### src/rtl/lector_teclado.sv
// rtl/lector_teclado.sv - 4x4 keypad reader: column sync, row realignment, per-scan debounce, one-shot key strobe
module lector_teclado #(
  parameter int WIDTH          = 4,
  parameter int DEBOUNCE_SCANS = 3
) (
  input  logic             clk,
  input  logic             rst,
  input  logic [WIDTH-1:0] fila,
  input  logic [WIDTH-1:0] columna,
  output logic [3:0]       tecla,
  output logic             tecla_valida,
  output logic             tecla_presionada
);

  localparam logic [3:0]       N_SCANS = 4'(DEBOUNCE_SCANS);
  localparam logic [WIDTH-1:0] ROW0    = {{(WIDTH-1){1'b0}}, 1'b1};

  typedef enum logic [1:0] {S_NONE, S_SINGLE, S_MULTI} sum_t;
  typedef enum logic [1:0] {IDLE, DEBOUNCE, PRESSED} state_t;

  logic [WIDTH-1:0] col_s1, col_s2;
  logic [WIDTH-1:0] fila_d1, fila_d2;
  sum_t             sum_kind, smp_kind, base_kind, nxt_kind;
  logic [3:0]       sum_key, smp_key, nxt_key;
  logic             started;
  state_t           state;
  logic [3:0]       cand;
  logic [3:0]       cnt;
  logic [3:0]       rel;
  logic             fila_ok, boundary;

  function automatic logic [1:0] idx(input logic [WIDTH-1:0] v);
    idx = 2'd0;
    for (int i = 0; i < WIDTH; i++)
      if (v[i]) idx = i[1:0];
  endfunction

  assign fila_ok  = $onehot(fila_d2);
  assign boundary = (fila_d2 == ROW0);

  // Fold the current aligned sample into the running scan summary; a boundary starts a fresh summary.
  always_comb begin
    smp_kind = S_NONE;
    smp_key  = {idx(fila_d2), idx(col_s2)};
    if (col_s2 != '0)
      smp_kind = $onehot(col_s2) ? S_SINGLE : S_MULTI;
    base_kind = boundary ? S_NONE : sum_kind;
    nxt_kind  = base_kind;
    nxt_key   = sum_key;
    case (smp_kind)
      S_MULTI: nxt_kind = S_MULTI;
      S_SINGLE: begin
        if (base_kind == S_NONE) begin
          nxt_kind = S_SINGLE;
          nxt_key  = smp_key;
        end else if (base_kind == S_SINGLE && sum_key != smp_key) begin
          nxt_kind = S_MULTI;
        end
      end
      default: ;
    endcase
  end

  always_ff @(posedge clk or negedge rst) begin
    if (!rst) begin
      col_s1           <= '0;
      col_s2           <= '0;
      fila_d1          <= '0;
      fila_d2          <= '0;
      sum_kind         <= S_NONE;
      sum_key          <= 4'd0;
      started          <= 1'b0;
      state            <= IDLE;
      cand             <= 4'd0;
      cnt              <= 4'd0;
      rel              <= 4'd0;
      tecla            <= 4'd0;
      tecla_valida     <= 1'b0;
      tecla_presionada <= 1'b0;
    end else begin
      col_s1       <= columna;
      col_s2       <= col_s1;
      fila_d1      <= fila;
      fila_d2      <= fila_d1;
      tecla_valida <= 1'b0;

      if (fila_ok) begin
        sum_kind <= nxt_kind;
        sum_key  <= nxt_key;
      end

      // The very first boundary closes no complete scan, so it only arms evaluation.
      if (boundary) begin
        started <= 1'b1;
        if (started) begin
          case (state)
            IDLE: begin
              if (sum_kind == S_SINGLE) begin
                if (N_SCANS == 4'd1) begin
                  tecla            <= sum_key;
                  tecla_valida     <= 1'b1;
                  tecla_presionada <= 1'b1;
                  rel              <= 4'd0;
                  state            <= PRESSED;
                end else begin
                  cand  <= sum_key;
                  cnt   <= 4'd1;
                  state <= DEBOUNCE;
                end
              end
            end
            DEBOUNCE: begin
              if (sum_kind == S_SINGLE && sum_key == cand) begin
                if (cnt + 4'd1 >= N_SCANS) begin
                  tecla            <= sum_key;
                  tecla_valida     <= 1'b1;
                  tecla_presionada <= 1'b1;
                  rel              <= 4'd0;
                  cnt              <= 4'd0;
                  state            <= PRESSED;
                end else begin
                  cnt <= cnt + 4'd1;
                end
              end else if (sum_kind == S_SINGLE) begin
                cand <= sum_key;
                cnt  <= 4'd1;
              end else begin
                cnt   <= 4'd0;
                state <= IDLE;
              end
            end
            PRESSED: begin
              if (sum_kind != S_NONE) begin
                rel <= 4'd0;
              end else if (rel + 4'd1 >= N_SCANS) begin
                rel              <= 4'd0;
                tecla_presionada <= 1'b0;
                state            <= IDLE;
              end else begin
                rel <= rel + 4'd1;
              end
            end
            default: state <= IDLE;
          endcase
        end
      end
    end
  end

endmodule

### config.mk
export PLATFORM = sky130hd
export DESIGN_NAME = lector_teclado
export DESIGN_NICKNAME = d
export VERILOG_FILES = /design/src/rtl/lector_teclado.sv
export SDC_FILE = /design/constraint.sdc
export NUM_CORES = 1
export LEC_CHECK = 0
export BUFFER_PORTS_ARGS = -buffer_cell sky130_fd_sc_hd__buf_4
export CAP_MARGIN = 10
export CELL_PAD_IN_SITES_DETAIL_PLACEMENT = 2
export CELL_PAD_IN_SITES_GLOBAL_PLACEMENT = 2
export CORE_MARGIN = 2
export CORE_UTILIZATION = 43
export CTS_CLUSTER_DIAMETER = 200
export CTS_CLUSTER_SIZE = 20
export DETAILED_ROUTE_END_ITERATION = 16
export PLACE_DENSITY_LB_ADDON = 0.1
export SYNTH_ARGS = -nofsm -noshare
export SYNTH_HDL_FRONTEND = slang
export SYNTH_SLANG_ARGS = --single-unit
### constraint.sdc
create_clock -name clk -period 3.82 [get_ports clk]
set_input_delay 0.764 -clock clk [delete_from_list [all_inputs] [get_ports clk]]
set_output_delay 0.764 -clock clk [all_outputs]
set_load 0.005 [all_outputs]
==> flow_metrics.tcl <==
set metrics [dict create \
    ys_ff_latch 43 \
    grt_pass1_wl_um 7410 \
    hold_viol_final 0 \
    grt_max_degree 44 \
    seq_area_mm2 0.00108 \
    worstReg2RegStart "fila_d2[3]$_DFF_PN0_" \
    final_common_cell "dfrtp_1" \
    cts_buffers 5 \
    stdcell_count 241 \
    setup_ws_ns 1.31 \
    vdd_drop_max_uv 203 \
    rsz0062_at_grt "false" \
    fmax_mhz 399 \
    dr.pass1.iters 4 \
    syn2layout_area_growth_pct 12.6 \
    cp-end-kind "flip-flop" \
    final_cell_mix "dfrtp_1, buf_4, inv_1" \
    n_fill_cell 446 \
    std_cell_rows 24 \
    fin_setup_tns_ns 0 \
    ctsHoldBuffers 0 \
    vias 1296 \
    syn-num-nets 194 \
    cts_tree "yes" \
    finalCritPeriodShare 0.656 \
    diodes 0 \
    skew_ns 0.0107 \
    status "complete, no violations" \
    finalSetupViolCount 0 \
    routabilityCongestion 0.720 \
    clock-root-buffer "clkbuf_8" \
    antenna_found_initial 0 \
    synth-seq-area-share 0.533 \
    cp.arrival_ns 2.67 \
    synth-edff-count 0 \
    cap_violations 0 \
    crit_type "reg2reg" \
    drt_iter0_markers 30 \
    ant_nets 0 \
    wl_um 4290 \
    finalMaxSlewViolations 0 \
    placed_cells 234 \
    p_per_area_mw_per_mm2 464 \
    drive_gt1_frac 0.206 \
    worstSetupStartpointType "flip-flop" \
    clock_latency_ns 0.30 \
    coreArea_mm2 0.00444 \
    track_usage 0.189 \
    postCtsResizedCells 0 \
    leakage_nw 1.11 \
    hp-class "reg2reg" \
    syn_area_per_cell_um2 11.7 \
    multi_input_area_um2 867 \
    die-area_mm2 0.00526 \
    synthFlopType "dfrtp_1" \
    post-route-min-period_ns 2.51 \
    vias_per_cell 5.38 \
    holdWs_ns 0.355 \
    ios 16 \
    synthCells 172 \
    synth_cell_types 47 \
    worst_pin_slew_ns 0.537 \
    syn_area_mm2 0.00202 \
    yosys.area.top_type "dfrtp_1" \
    ys_top_cells_by_area "dfrtp_1, ha_1, mux2_2" \
    async_flop_share 1.00 \
    clk_pin_slew_worst_paths_ns 0.08 \
    grt_pass1_vias 1478 \
    fin_area_mm2 0.00227 \
    hpwl_um 3210 \
    initial_core_util 0.454 \
    cp_data_required_time_ns 3.98 \
    port_buffers 15 \
    synth_top_area_frac 0.533 \
    ys_warn_count 0 \
    critPathLaunch "fila_d2[3]$_DFF_PN0_" \
    htree_levels 2 \
    grt_overflow 0 \
    min_from "col_s1[1]$_DFF_PN0_" \
    post-place-ws_ns 1.36 \
    drc_errors 0 \
    clockBufferDepth 2 \
    cp_max_fo 8 \
    die_y_um 72.5 \
    fin_nets 211 \
    wl_per_cell_um 17.8 \
    post_cts_buffers 0 \
    chipWidth_um 72.5 \
    placed_cell_area_mm2 0.00217 \
    cts.sinks 43 \
    maxSlewHeadroom 0.642 \
]
routing by layer:
layer  GRT usage  share of wire  vias to the layer above
li1            -              -                      619
met1       0.223           0.41                      654
met5           0              0                        -
met2       0.345           0.55                       16
met3      0.0417          0.023                        7
met4      0.0556          0.015                        0
flip-flops by register name, indices dropped and copies added (netlist names):
signal            cells
tecla_presionada      1
sum_key               4
cand                  4
sum_kind              2
tecla_valida          1
fila_d2               4
started               1
state                 2
col_s1                4
tecla                 4
cnt                   4
rel                   4
fila_d1               4
col_s2                4
final timing paths:
| kind | endpoint | slack, ns | cells past startpoint |
|---|---|---|---|
| max | sum_key[0]$_DFFE_PN0P_ | 1.31 | 10 |
| min | col_s2[1]$_DFF_PN0_ | 0.35 | 0 |
| max reg2reg | sum_key[0]$_DFFE_PN0P_ | 1.31 | 10 |
| min reg2reg | col_s2[1]$_DFF_PN0_ | 0.35 | 0 |
| max in group asynchronous | cand[1]$_DFFE_PN0P_ | 3.00 | 1 |
| min in group asynchronous | tecla_valida$_DFF_PN0_ | 0.44 | 1 |
per-stage QoR:
step / util / power, mW
final: 0.511 / 1.05
after global routing: 0.511 / 1.11
after CTS: 0.511 / 1.07
after detailed placement: 0.488 / 0.727
after global placement: 0.488 / 0.708
after floorplan: - / 0.661
final cells by class:
| cell class | instances | share of cell area |
|---|---|---|
| Inverter | 13 | 0.0215 |
| Clock buffer | 6 | 0.0319 |
| Multi-Input combinational cell | 111 | 0.382 |
| Clock inverter | 1 | 0.0132 |
| Timing Repair Buffer | 15 | 0.0496 |
| Sequential cell | 43 | 0.474 |
| Tap cell | 52 | 0.0286 |
kinds of logic after synthesis:
group | count (synthesis) | synth area share
AOI/OAI and AO/OA | 25 | 0.0843
xor gates and xnor gates | 9 | 0.0391
adders and majority gates | 12 | 0.0818
buffers and inverters | 18 | 0.0372
DFF | 43 | 0.533
muxes | 10 | 0.0570
and+or+nand+nor | 55 | 0.167
critical path: stages (launching register included):
cell and delay (ns):
dfrtp_1 0.39, inv_1 0.09, fa_1 0.50, inv_1 0.06
ha_1 0.18, ha_1 0.28, nor2_1 0.15, and2_1 0.23
nand3_1 0.25, nand2_1 0.14, o21ai_0 0.09
power breakdown:
| part | switching, mW | internal, mW | leakage (nW) |
|---|---|---|---|
| sequential | 0.0552 | 0.492 | 0.550 |
| clock | 0.147 | 0.192 | 0.0513 |
| combinational | 0.0977 | 0.0716 | 0.510 |
synth_stat cells, types with 3 or more instances:
cell type,count
buf_2,3
o21ai_0,8
mux2_2,8
nand2_1,12
ha_1,10
nand3_1,3
xor2_1,8
inv_1,13
a31oi_1,3
nor2_1,9
dfrtp_1,43
nor4_1,3
and2_1,5
(Power assumes the default switching activity.)
